**src/rtl/frame_pkg.sv**
```systemverilog
// Shared framing definitions for the sample link: frame layout, byte indices, FSM states.
// The receive-side deframer reuses this package, so the layout lives here only.
package frame_pkg;

  localparam int         FRAME_LEN    = 6;
  localparam logic [7:0] SYNC_DEFAULT = 8'hA5;

  typedef enum logic {IDLE, SEND} state_t;

  localparam logic [2:0] IDX_SYNC = 3'd0;
  localparam logic [2:0] IDX_I_HI = 3'd1;
  localparam logic [2:0] IDX_I_LO = 3'd2;
  localparam logic [2:0] IDX_U_HI = 3'd3;
  localparam logic [2:0] IDX_U_LO = 3'd4;
  localparam logic [2:0] IDX_CHK  = 3'(FRAME_LEN - 1);

  function automatic logic [7:0] frame_chk(input logic [15:0] i, input logic [15:0] u);
    return i[15:8] ^ i[7:0] ^ u[15:8] ^ u[7:0];
  endfunction

  function automatic logic [7:0] frame_byte(input logic [2:0]  idx,
                                            input logic [7:0]  sync,
                                            input logic [15:0] i,
                                            input logic [15:0] u,
                                            input logic [7:0]  chk);
    logic [7:0] b;
    b = sync;
    case (idx)
      IDX_I_HI: b = i[15:8];
      IDX_I_LO: b = i[7:0];
      IDX_U_HI: b = u[15:8];
      IDX_U_LO: b = u[7:0];
      IDX_CHK:  b = chk;
      default:  b = sync;
    endcase
    return b;
  endfunction

endpackage

```
**src/rtl/sample_framer.sv**
```systemverilog
// Packs one I/U sample pair into a 6-byte checksummed frame and streams it byte-wise.
// Latency: SYNC byte valid one cycle after the word_clk rising edge; 1 byte/cycle max.
// Backpressure: tx_data/tx_valid held until tx_ready; strobes arriving mid-frame are dropped and counted.
module sample_framer
  import frame_pkg::*;
#(
  parameter int         WIDTH     = 16,
  parameter logic [7:0] SYNC_BYTE = SYNC_DEFAULT
) (
  input  logic             clk,
  input  logic             rst_n,
  input  logic             word_clk,
  input  logic [WIDTH-1:0] data_i,
  input  logic [WIDTH-1:0] data_u,
  output logic [7:0]       tx_data,
  output logic             tx_valid,
  input  logic             tx_ready,
  output logic             busy,
  output logic [7:0]       overrun_cnt
);

  logic        wc_q;
  logic        new_sample;
  logic [15:0] ext_i;
  logic [15:0] ext_u;
  state_t      state;
  logic [2:0]  idx;
  logic [15:0] snap_i;
  logic [15:0] snap_u;
  logic [7:0]  snap_chk;

  // word_clk is generated from clk, so a single register suffices for edge detection.
  assign new_sample = word_clk & ~wc_q;
  assign ext_i      = 16'($signed(data_i));
  assign ext_u      = 16'($signed(data_u));

  always_ff @(posedge clk or negedge rst_n) begin
    if (!rst_n) begin
      wc_q        <= 1'b0;
      state       <= IDLE;
      idx         <= IDX_SYNC;
      snap_i      <= 16'h0000;
      snap_u      <= 16'h0000;
      snap_chk    <= 8'h00;
      tx_data     <= 8'h00;
      tx_valid    <= 1'b0;
      busy        <= 1'b0;
      overrun_cnt <= 8'h00;
    end else begin
      wc_q <= word_clk;
      case (state)
        IDLE: begin
          if (new_sample) begin
            snap_i   <= ext_i;
            snap_u   <= ext_u;
            snap_chk <= frame_chk(ext_i, ext_u);
            idx      <= IDX_SYNC;
            tx_data  <= SYNC_BYTE;
            tx_valid <= 1'b1;
            busy     <= 1'b1;
            state    <= SEND;
          end
        end
        SEND: begin
          // A strobe during a frame, including its last-transfer cycle, is an overrun.
          if (new_sample && overrun_cnt != 8'hFF)
            overrun_cnt <= overrun_cnt + 8'd1;
          if (tx_ready) begin
            if (idx == IDX_CHK) begin
              idx      <= IDX_SYNC;
              tx_data  <= 8'h00;
              tx_valid <= 1'b0;
              busy     <= 1'b0;
              state    <= IDLE;
            end else begin
              idx     <= idx + 3'd1;
              tx_data <= frame_byte(idx + 3'd1, SYNC_BYTE, snap_i, snap_u, snap_chk);
            end
          end
        end
        default: state <= IDLE;
      endcase
    end
  end

endmodule

```
**config.mk**
```make
export PLATFORM = sky130hd
export DESIGN_NAME = sample_framer
export DESIGN_NICKNAME = d
export VERILOG_FILES = /design/src/rtl/frame_pkg.sv /design/src/rtl/sample_framer.sv
export SDC_FILE = /design/constraint.sdc
export NUM_CORES = 1
export LEC_CHECK = 0
export BUFFER_PORTS_ARGS = -buffer_cell sky130_fd_sc_hd__buf_2
export CAP_MARGIN = 20
export CORE_MARGIN = 2
export CORE_UTILIZATION = 55
export CTS_CLUSTER_DIAMETER = 150
export DETAILED_ROUTE_END_ITERATION = 10
export GPL_TIMING_DRIVEN = 0
export PLACE_DENSITY_LB_ADDON = 0.25
export SYNTH_ARGS = -nofsm -noshare
export SYNTH_HDL_FRONTEND = slang
export SYNTH_SLANG_ARGS = --single-unit
```
**constraint.sdc**
```tcl
create_clock -name clk -period 2.76 [get_ports clk]
set_clock_uncertainty 0.15 [all_clocks]
set_input_delay 0.138 -clock clk [delete_from_list [all_inputs] [get_ports clk]]
set_output_delay 0.138 -clock clk [all_outputs]
set_load 0.01 [all_outputs]
```
Yosys cells after proc, flatten, opt, wreduce, memory -nomap -nowiden
Cells that the tools add are included.
- register bits after elaboration: 62
- bits of input ports: 36
- output and inout bits: 18
- word-level logic and storage cells: 49
- add/subtract/negate cells: 2
- equal/unequal tests: 10
- muxes and demuxes: 17
- bitwise logic cells: 6
- reductions and logical operators: 5
- operators with widths (kind ; number):
    $pmux W8 S5 ; 1
    $mux W8 ; 3
    $xor A8 B8 Y8 ; 3
    $pmux W8 S2 ; 1
    $eq A3 B3 Y1 const B ; 3
    $mux W3 ; 3
    $add A8 B1 Y8 const B ; 1
    $ne A8 B8 Y1 const B ; 1
    $eq A3 B2 Y1 const B ; 2
    $mux W1 ; 6
    $pmux W3 S2 ; 1
    $reduce_and A2 Y1 ; 3
    $ne A2 B2 Y1 const B ; 2
    $pmux W1 S2 ; 2
    $add A3 B1 Y3 const B ; 1
    $eq A3 B1 Y1 const B ; 1
    $reduce_and A3 Y1 ; 1
    $ne A2 B1 Y1 const B ; 1
    $not A1 Y1 ; 2
    $and A1 B1 Y1 ; 1
    $logic_and A1 B1 Y1 ; 1

Logic depth before layout (Yosys ltp)
Gate-level depths: netlist of run 1.
- depth in word-level cells: 6
- mapped depth: 8
- mapped depth without buffers: 7

Worst setup path before layout of run 1
No wires, ideal clock.
- path kind: register to register
- start point: register idx[0]
- end point: register tx_data[6]
- setup time: 122 ps
- arrival: 1666 ps
- data required time: 2488 ps
- setup slack: 823 ps
- cell stages (with the launch flop): 9
- path buffers: 2
- period minus slack after synthesis: 1937 ps
- path through: dfrtp_1 nand2_1 inv_1 ha_1 buf_4 buf_6 a32oi_1 o21ai_0 a32o_1
- longest elaborated chain between the ends: 6
- elaborated cells on any way between the ends: 11
- those cells by class: 1 x add/sub; 6 x eq/ne; 4 x mux
- RTL lines (element ; line ; RTL):
    from (decl) ; sample_framer.sv:27 ; logic [2:0] idx;
    from (signal assigned) ; sample_framer.sv:76 ; idx <= idx + 3'd1;
    $add A3 B1 Y3 ; sample_framer.sv:77 ; tx_data <= frame_byte(idx + 3'd1, SYNC_BYTE, snap_i, snap_u, snap_chk);
    $eq A3 B3 Y1, or another cell as far along ; frame_pkg.sv:28 ; case (idx)
    $pmux W8 S5 ; frame_pkg.sv:28 ;
    $mux W8 * ; sample_framer.sv:69 ; if (idx == IDX_CHK) begin
    $mux W8 * ; sample_framer.sv:68 ; if (tx_ready) begin
    $pmux W8 S2 * ; sample_framer.sv:51 ; case (state)
    to (signal assigned) ; sample_framer.sv:77 ;
    to (decl) ; sample_framer.sv:15 ; output logic [7:0] tx_data,
Mark *: on every way between the ends. The rest lies on a longest branch, timed or not. The select of a mux whose other input is x is not followed.
A chain may end at the register's enable or synchronous reset.

Final worst setup path of run 1
- start point: register idx[1]
- end point: register tx_data[1]
The elaborated chain is that of the path after synthesis.

==> results of run 1 <==
==> flip-flops by register name, summed over array words and instances (netlist names) <==
signal,count
wc_q,1
state,1
busy,1
snap_u,16
overrun_cnt,8
snap_i,16
tx_data,8
snap_chk,8
idx,3
==> metal layers <==
| layer | GRT usage | vias up |
|---|---|---|
| met3 | 0.06207 | 12 |
| met4 | 0.1000 | 0 |
| li1 | - | 1145 |
| met1 | 0.3310 | 1185 |
| met5 | 0 | - |
| met2 | 0.4181 | 84 |
==> repair_timing <==
action / in CTS / in global routing
hold buffers: 34 / 0
endpoints found under the hold margin: 59 / 0
resized for setup: 0 / 0
==> worst min path at each step <==
stage | startpoint | to | slack [ns] | cells after the start
CTS | tx_ready | tx_data[2]$_DFFE_PN0P_ | 0.06 | 4
global route | tx_ready | idx[1]$_DFFE_PN0P_ | 0.10 | 3
global placement | word_clk | wc_q$_DFF_PN0_ | 0.12 | 1
detailed placement | rst_n | overrun_cnt[5]$_DFFE_PN0P_ | 0.03 | 1
finish | tx_ready | tx_data[2]$_DFFE_PN0P_ | 0.08 | 4
floorplan | rst_n | busy$_DFFE_PN0P_ | -0.31 | 0
==> area by class of cell <==
type | instances | area, µm²
timing repair buffer | 88 | 625.6
clock buffer | 13 | 168.9
buffer | 12 | 73.82
multi-input combinational | 179 | 1370
inverter | 7 | 26.28
clock inverter | 3 | 65.06
tap | 70 | 87.58
sequential | 62 | 1551
fill | 344 | 1236
==> power by group through the flow <==
| stage | registers, mW | logic [mW] | clock network [mW] |
|---|---|---|---|
| global route | 1.66 | 1.70 | 0.987 |
| global placement | 1.60 | 1.42 | 0 |
| detailed placement | 1.61 | 1.48 | 0 |
| finish | 1.60 | 1.53 | 0.932 |
| floorplan | 1.57 | 1.05 | 0 |
| CTS | 1.60 | 1.52 | 0.948 |
==> worst max-delay path, stage by stage, from the launching register on <==
cell,delay [ns]
sky130_fd_sc_hd__dfrtp_1,0.45
sky130_fd_sc_hd__nand2_1,0.12
sky130_fd_sc_hd__inv_1,0.05
sky130_fd_sc_hd__ha_1,0.39
sky130_fd_sc_hd__buf_4,0.23
sky130_fd_sc_hd__buf_6,0.15
sky130_fd_sc_hd__nor3_1,0.35
sky130_fd_sc_hd__a222oi_1,0.13
sky130_fd_sc_hd__a21oi_1,0.18
==> stage by stage <==
step	total power [mW]	cell area, µm²	utilization	hold slack (ns)	std cells
global placement	3.017	3374	0.6483	0.1175	383
detailed placement	3.092	3395	0.6522	0.03283	384
finish	4.063	3969	0.7625	0.07615	434
CTS	4.068	3969	0.7625	0.06448	434
global route	4.342	3969	0.7625	0.1050	434
floorplan	2.619	3022	-	-0.3076	260
==> cell usage in the layout (no fill, tap or decap), types with 5 or more instances in the layout <==
cell	count
sky130_fd_sc_hd__xnor2_1	29
sky130_fd_sc_hd__dlygate4sd3_1	34
sky130_fd_sc_hd__a21oi_1	17
sky130_fd_sc_hd__mux2_2	34
sky130_fd_sc_hd__clkbuf_8	12
sky130_fd_sc_hd__nand3_1	6
sky130_fd_sc_hd__a32oi_1	5
sky130_fd_sc_hd__dfrtp_1	62
sky130_fd_sc_hd__o21ai_0	15
sky130_fd_sc_hd__nor2b_1	6
sky130_fd_sc_hd__nor2_1	13
sky130_fd_sc_hd__nand2_1	6
sky130_fd_sc_hd__inv_1	7
sky130_fd_sc_hd__buf_2	58
==> cells by family after synthesis <==
| group | Yosys count | synth area share |
|---|---|---|
| flops | 62 | 0.5135 |
| xor+xnor | 29 | 0.08406 |
| buf+inv | 19 | 0.03312 |
| simple gates | 46 | 0.08199 |
| mux | 38 | 0.1400 |
| fa+ha+maj | 2 | 0.008280 |
| compound gates | 64 | 0.1391 |
==> out/metrics.csv, run 1 <==
stage;metric;value;unit
outcome;run status;finished, final reports clean;
worst_setup_path;critical path peak fanout;10;
pwr;reported net switching power;1.395;mW
drt;routed wire length on met2;3383;µm
worst_setup_path;startpoint of the most critical setup path;idx[1]$_DFFE_PN0P_;
worst_setup_path;Worst Path Arrival;2.37;ns
drt;met3 layer wire length in the routed design;425;µm
timing;Peak Freq;442.9;MHz
worst_setup_path;capturing instance or port of the critical path;tx_data[1]$_DFFE_PN0P_;
hold_path;class of the tightest hold or removal check;in2reg;
timing;PnR worst setup slack;0.5019;ns
pwr;P_int;2.667;mW
synth;top_reg_cell synth;sky130_fd_sc_hd__dfrtp_1;
clocking;CTS clk-pin slew, worst paths;0.07;ns
floorplanning;Core Area;0.005205;mm²
synth;Syn Inst Count;260;
drt;DR iter-0 viols;152;
floorplanning;die footprint;0.006103;mm²
clocking;clock tree root buffer cell;sky130_fd_sc_hd__clkbuf_8;
pwr;leakage power;1.791;nW
flow_run;Max Cap Viol;0;
global_routing;Global Route Usage Sum;0.2561;
synth;Avg Cell Area, Syn;11.62;µm²
drt;number of vias per cell;5.590;
synth;number of warning messages in the yosys log;0;
drt;Met1 Wirelength;3086;µm
global_routing;residual overflow from global routing;0;
synth;proportion of synthesized chip area in sequential cells;0.5135;
worst_setup_path;cell count of the worst reg-to-reg path;8;
place;Port Buffers;53;
worst_setup_path;Worst EP required;2.87;ns
synth;leading area contributor after synthesis;sky130_fd_sc_hd__dfrtp_1;
clocking;maximum clock insertion buffer count;2;
layout;diodes inserted;0;
timing;minimum period implied by the final worst setup slack;2.258;ns
place;weighted congestion reported at the end of routability-driven placement;0.7800;
worst_setup_path;R2R Setup Slk;0.50;ns
synth;most common cell in the synthesized netlist;sky130_fd_sc_hd__dfrtp_1;
drt;top metal layer carrying routed signals;met4;
clocking;Clock Sink Count;62;
clocking;CTS Buf Count;9;
pwr;Clock Power Share;0.230;
timing;setup repair after global routing missed its margin;false;
clocking;# H-tree levels;3;
floorplanning;die span in x;78.12;µm
drt;WL final;7024;µm
timing;final worst-path cycle share;0.8182;
layout;# nets final;397;
worst_setup_path;kind of critical path;reg2reg;
timing;slew at the pin with the worst max-slew slack;0.6369;ns
clocking;TritonCTS clock tree;yes;
clocking;clock latency on the worst-skew pair;0.34;ns
floorplanning;total I/O pin count;54;
synth;post-synth design cell area;0.003022;mm²
global_routing;antenna violations before repair;0;
layout;Synth-to-Final Area Change;31.35;%
timing;final-report max-slew violation count;0;
timing;Fin. Hold Viols;0;
timing;worst slew slack as a fraction of its limit;0.5745;
drt;number of remaining DRC errors;0;
timing;Final setup viols;0;
global_routing;maximum number of pins on one net before global-route repair;37;
global_routing;via count of the first global-routing pass;2488;
synth;unique cell type count in the Yosys netlist;39;
floorplanning;starting density of the core;0.5805;
drt;overall via count from detail_route;2426;
synth;synthesis-stage register bit count;62;
worst_setup_path;endpoint class of the critical path;register;
worst_setup_path;capture point of the worst reg-to-reg path;tx_data[1]$_DFFE_PN0P_;
clocking;Post CTS Setup Buffer Count;0;
synth;fraction of post-synthesis cell area in the top cell type by area;0.5135;
drt;Avg WL per Cell;16.18;µm
synth;cell types with the largest area share after synthesis;sky130_fd_sc_hd__dfrtp_1 (51%), sky130_fd_sc_hd__mux2_2 (13%), sky130_fd_sc_hd__xnor2_1 (8.4%), sky130_fd_sc_hd__a21oi_1 (2.8%), sky130_fd_sc_hd__o21ai_0 (2.5%);
pwr;combinational cell fraction of total power;0.376;
place;worst slack at placement;0.5655;ns
worst_setup_path;startpoint of the worst register-to-register path;idx[1]$_DFFE_PN0P_;
drt;remaining number of nets flagged by the antenna check after routing;0;
drt;first drt pass iteration count;6;
pwr;Power Density;1024;mW/mm²
global_routing;first-pass GRT wire length;11870;µm
synth;synth cell count leaders;sky130_fd_sc_hd__dfrtp_1 (62), sky130_fd_sc_hd__mux2_2 (34), sky130_fd_sc_hd__xnor2_1 (29), sky130_fd_sc_hd__a21oi_1 (17), sky130_fd_sc_hd__o21ai_0 (15);
floorplanning;Core Rows;26;
pwr;power share of the sequential group;0.394;
synth;proportion of register bits with asynchronous set or reset after synthesis;1.000;
layout;share of layout cells above drive strength 1;0.3187;
timing;Setup TNS;0;ns
place;total half-perimeter wirelength after legalization and detailed placement;4616;µm
floorplanning;overall die height;78.12;µm
synth;EDFF count, synth;0;
pwr;worst voltage drop across the vdd grid;0.5481;mV
worst_setup_path;type of element launching the critical path;register;
pwr;switching share of total power;0.3434;
synth;number of nets in the synthesized netlist;298;
Power figures use the tool's default switching activity.
==> inputs of run 2 (changes only) <==
--- a/config.mk
+++ b/config.mk
@@ -5,10 +5,11 @@
 export SDC_FILE = /design/constraint.sdc
 export NUM_CORES = 1
 export LEC_CHECK = 0
+export ABC_AREA = 1
 export BUFFER_PORTS_ARGS = -buffer_cell sky130_fd_sc_hd__buf_2
 export CAP_MARGIN = 20
 export CORE_MARGIN = 2
-export CORE_UTILIZATION = 55
+export CORE_UTILIZATION = 56
 export CTS_CLUSTER_DIAMETER = 150
 export DETAILED_ROUTE_END_ITERATION = 10
 export GPL_TIMING_DRIVEN = 0
==> constraint.sdc (replaced) <==
create_clock -name clk -period 2.35 [get_ports clk]
set_clock_uncertainty 0.15 [all_clocks]
set_input_delay 0.1175 -clock clk [delete_from_list [all_inputs] [get_ports clk]]
set_output_delay 0.1175 -clock clk [all_outputs]
set_load 0.01 [all_outputs]
==> run 2 against run 1 <==
  * Synthesized area rose by 9.6%
  * Wire length increased by 19%
  * Clock power fell by 14%
  * Final cell count grew 42%
  * Non-clock buffer count rose by 4
  * First-iteration DRC count grew 71%
  * Synthesized cell count up 70%
  * Combinational power up 25%
  * Hold slack got worse by 0.015 ns
  * Setup slack worse by 0.28 ns
  * Sequential power is 16% higher
  * Critical path depth up 4
==> out/metrics.csv, run 2 <==
stage;metric;value;unit;change
outcome;run status;finished, final reports clean;;unchanged
place;worst slack at placement;0.2716;ns;was 0.5655 ns
clocking;# H-tree levels;3;;unchanged
synth;Syn Inst Count;441;;was 260
timing;setup repair after global routing missed its margin;false;;unchanged
worst_setup_path;Worst EP required;2.43;ns;was 2.87 ns
worst_setup_path;cells along the critical path;buf_6, nand2_1, inv_1, ha_1, buf_4, buf_2, nand3_1, nand2_2, nor2_2, nand2_1, nand2_1, nand2_1;;was nand2_1, inv_1, ha_1, buf_4, buf_6, nor3_1, a222oi_1, a21oi_1
clocking;CTS Buf Count;9;;unchanged
drt;overall via count from detail_route;3250;;was 2,426
synth;fraction of post-synthesis cell area in the top cell type by area;0.4686;;was 0.5135
drt;first drt pass iteration count;4;;was 6
floorplanning;Core Area;0.005816;mm²;was 0.005205 mm²
global_routing;maximum number of pins on one net before global-route repair;36;;was 37
clocking;clock latency on the worst-skew pair;0.35;ns;was 0.34 ns
floorplanning;overall die height;80.89;µm;was 78.12 µm
synth;multiplexer share of the synthesized area;0;;was 0.1400
clocking;maximum clock insertion buffer count;2;;unchanged
timing;slew at the pin with the worst max-slew slack;0.6665;ns;was 0.6369 ns
global_routing;Global Route Usage Sum;0.2869;;was 0.2561
pwr;worst voltage drop across the vdd grid;0.5167;mV;was 0.5481 mV
floorplanning;Core Rows;28;;was 26
worst_setup_path;kind of critical path;reg2reg;;unchanged
layout;# nets final;578;;was 397
drt;remaining number of nets flagged by the antenna check after routing;0;;unchanged
layout;most common library cell in the layout ignoring fill and taps;sky130_fd_sc_hd__nand2_1;;was sky130_fd_sc_hd__dfrtp_1
place;placed cell count;570;;was 384
worst_setup_path;cell family contributing the most delay on the critical path;buffers and inverters;;was simple AND/OR/NAND/NOR gates
drt;Avg WL per Cell;13.56;µm;was 16.18 µm
worst_setup_path;library cell appearing most often on the critical path;sky130_fd_sc_hd__nand2_1;;
synth;proportion of register bits with asynchronous set or reset after synthesis;1.000;;unchanged
synth;top_reg_cell synth;sky130_fd_sc_hd__dfrtp_1;;unchanged
pwr;leakage power;2.346;nW;was 1.791 nW
worst_setup_path;type of element launching the critical path;register;;unchanged
floorplanning;starting density of the core;0.5693;;was 0.5805
timing;Final setup viols;0;;unchanged
layout;number of cells in the finished layout apart from fillers;618;;was 434
synth;simple-gate share of the synthesized area;0.3500;;was 0.08199
layout;Synth-to-Final Area Change;26.42;%;was 31.35%
floorplanning;die span in x;80.89;µm;was 78.12 µm
worst_setup_path;Buf/Inv on CP;4;;was 3
synth;number of warning messages in the yosys log;0;;unchanged
synth;leading area contributor after synthesis;sky130_fd_sc_hd__dfrtp_1;;unchanged
layout;largest registers;snap_i x16, snap_u x16;;unchanged
timing;final worst-path cycle share;0.9068;;was 0.8182
drt;number of remaining DRC errors;0;;unchanged
layout;most frequent cells in the layout;sky130_fd_sc_hd__nand2_1 (185), sky130_fd_sc_hd__buf_2 (64), sky130_fd_sc_hd__dfrtp_1 (62), sky130_fd_sc_hd__inv_1 (35), sky130_fd_sc_hd__nand3_1 (35);;was sky130_fd_sc_hd__dfrtp_1 (62), sky130_fd_sc_hd__buf_2 (58), sky130_fd_sc_hd__mux2_2 (34), sky130_fd_sc_hd__dlygate4sd3_1 (34), sky130_fd_sc_hd__xnor2_1 (29)
synth;most common cell in the synthesized netlist;sky130_fd_sc_hd__nand2_1;;was sky130_fd_sc_hd__dfrtp_1
synth;Avg Cell Area, Syn;7.507;µm²;was 11.62 µm²
place;total half-perimeter wirelength after legalization and detailed placement;5555;µm;was 4616 µm
timing;Peak Freq;469.3;MHz;was 442.9 MHz
synth;xor/xnor cell area share of the yosys netlist;0.02381;;was 0.08406
clocking;CTS clk-pin slew, worst paths;0.07;ns;about the same
timing;minimum period implied by the final worst setup slack;2.131;ns;was 2.258 ns
synth;proportion of synthesized chip area in sequential cells;0.4686;;was 0.5135
synth;compound-cell area share of the yosys netlist;0.06387;;was 0.1391
worst_setup_path;critical path peak fanout;10;;unchanged
drt;number of vias per cell;5.259;;was 5.590
worst_setup_path;Critical-path top delay cell;sky130_fd_sc_hd__dfrtp_1;;unchanged
worst_setup_path;endpoint class of the critical path;register;;unchanged
layout;diodes inserted;0;;unchanged
clocking;TritonCTS clock tree;yes;;unchanged
timing;Worst Hold Slack;0.06154;ns;was 0.07615 ns
synth;post-synth design cell area;0.003311;mm²;was 0.003022 mm²
floorplanning;total I/O pin count;54;;unchanged
synth;number of nets in the synthesized netlist;479;;was 298
synth;synth cell count leaders;sky130_fd_sc_hd__nand2_1 (185), sky130_fd_sc_hd__dfrtp_1 (62), sky130_fd_sc_hd__inv_1 (35), sky130_fd_sc_hd__nand3_1 (35), sky130_fd_sc_hd__o21ai_1 (31);;was sky130_fd_sc_hd__dfrtp_1 (62), sky130_fd_sc_hd__mux2_2 (34), sky130_fd_sc_hd__xnor2_1 (29), sky130_fd_sc_hd__a21oi_1 (17), sky130_fd_sc_hd__o21ai_0 (15)
place;weighted congestion reported at the end of routability-driven placement;0.8121;;was 0.7800
pwr;post-layout power;4.572;mW;was 4.063 mW
hold_path;class of the tightest hold or removal check;in2reg;;unchanged
drt;DR iter-0 viols;260;;was 152
synth;combinational family with the most area after synthesis;simple AND/OR/NAND/NOR gates;;was multiplexers
timing;worst slew slack as a fraction of its limit;0.5557;;was 0.5745
synth;fraction of the mapped netlist area in adder cells;0.007559;;was 0.008282
global_routing;antenna violations before repair;0;;unchanged
timing;PnR worst setup slack;0.2191;ns;was 0.5019 ns
floorplanning;die footprint;0.006543;mm²;was 0.006103 mm²
timing;final-report max-slew violation count;0;;unchanged
clocking;Clock Sink Count;62;;unchanged
clocking;number of resized instances in the post-cts repair step;0;;unchanged
global_routing;via count of the first global-routing pass;3157;;was 2,488
clocking;clock tree root buffer cell;sky130_fd_sc_hd__clkbuf_8;;unchanged
drt;WL final;8383;µm;was 7024 µm
timing;Fin. Hold Viols;0;;unchanged
worst_setup_path;Worst Path Arrival;2.21;ns;was 2.37 ns
pwr;Power Density;1092;mW/mm²;was 1024 mW/mm²
synth;unique cell type count in the Yosys netlist;29;;was 39
synth;cell types with the largest area share after synthesis;sky130_fd_sc_hd__dfrtp_1 (47%), sky130_fd_sc_hd__nand2_1 (21%), sky130_fd_sc_hd__nand3_1 (5.3%), sky130_fd_sc_hd__o21ai_1 (4.7%), sky130_fd_sc_hd__inv_1 (4.0%);;was sky130_fd_sc_hd__dfrtp_1 (51%), sky130_fd_sc_hd__mux2_2 (13%), sky130_fd_sc_hd__xnor2_1 (8.4%), sky130_fd_sc_hd__a21oi_1 (2.8%), sky130_fd_sc_hd__o21ai_0 (2.5%)
synth;EDFF count, synth;0;;unchanged
global_routing;first-pass GRT wire length;14080;µm;was 11,870 µm
flow_run;Max Cap Viol;0;;unchanged
worst_setup_path;worst stage delay on the critical path;0.43;ns;was 0.45 ns
synth;synthesis-stage register bit count;62;;unchanged
layout;share of layout cells above drive strength 1;0.2155;;was 0.3187
place;Port Buffers;53;;unchanged
global_routing;residual overflow from global routing;0;;unchanged
timing;Setup TNS;0;ns;unchanged
[run 2: changes by cell type after synthesis, sizes merged, moves of 5 or more]
cell,change
xnor2,-24
a32oi,-5
nand2,+188
inv,+41
nor2b,-7
mux2,-34
nand3,+31
o21ai,+17
a21oi,-16
nand4,+14
[run 2: repair_timing]
item / in CTS / in global routing
buffers inserted: 0 / 0
hold buffers: 34 / 0
setup endpoints to repair: 0 / 0
hold endpoints to repair: 63 / 0
[run 2: final timing paths]
path                                        startpoint                    endpoint  slack, ns  cells past startpoint
worst max-delay path                idx[0]$_DFFE_PN0P_      tx_data[2]$_DFFE_PN0P_       0.22                     12
worst min-delay path                          tx_ready      tx_data[0]$_DFFE_PN0P_       0.06                      4
worst max register to register      idx[0]$_DFFE_PN0P_      tx_data[2]$_DFFE_PN0P_       0.22                     12
worst min register to register  tx_data[4]$_DFFE_PN0P_      tx_data[4]$_DFFE_PN0P_       0.33                      2
max in group asynchronous                        rst_n       snap_u[3]$_DFFE_PN0P_       1.25                      3
min in group asynchronous                        rst_n  overrun_cnt[7]$_DFFE_PN0P_       0.19                      2
[run 2: worst min-delay path: stages]
cell	delay [ns]
sky130_fd_sc_hd__buf_2	0.08
sky130_fd_sc_hd__nand2_1	0.15
sky130_fd_sc_hd__o21ai_0	0.12
sky130_fd_sc_hd__nand2_1	0.06
[run 2: report_power, final]
| part | internal, mW | switching, mW | total, mW | leakage, nW |
|---|---|---|---|---|
| logic | 0.733 | 1.19 | 1.92 | 1.48 |
| clock network | 0.397 | 0.400 | 0.797 | 0.0821 |
| registers | 1.53 | 0.320 | 1.85 | 0.788 |
| total | 2.66 | 1.91 | 4.57 | 2.35 |
[run 2: area by class of cell]
type / count / area [µm²]
buffer: 16 / 96.34
clock buffer: 12 / 145.1
clock inverter: 2 / 10.01
fill: 464 / 1630
inverter: 49 / 188.9
multi-input combinational: 314 / 1474
sequential: 62 / 1551
tap: 75 / 93.84
timing repair buffer: 88 / 625.6
[run 2: cells by family after synthesis]
logic type | count (synthesis)
XOR/XNOR | 9
flip-flops | 62
adder cells (fa/ha/maj) | 2
AO/OA/AOI/OAI | 39
AND/OR/NAND/NOR | 264
buffers and inverters | 65
[run 2: through the flow]
stage | utilization | cell area [µm²]
finish | 0.7197 | 4185
global route | 0.7197 | 4185
CTS | 0.7197 | 4185
floorplan | - | 3311
detailed placement | 0.6345 | 3690
global placement | 0.6310 | 3670
[run 2: metal layers]
metal / vias up / part of all wire / track usage
met5: - / 0 / 0
met4: 0 / 0.027 / 0.1339
met3: 22 / 0.065 / 0.07444
met2: 130 / 0.48 / 0.4719
met1: 1508 / 0.43 / 0.3543
li1: 1590 / - / -
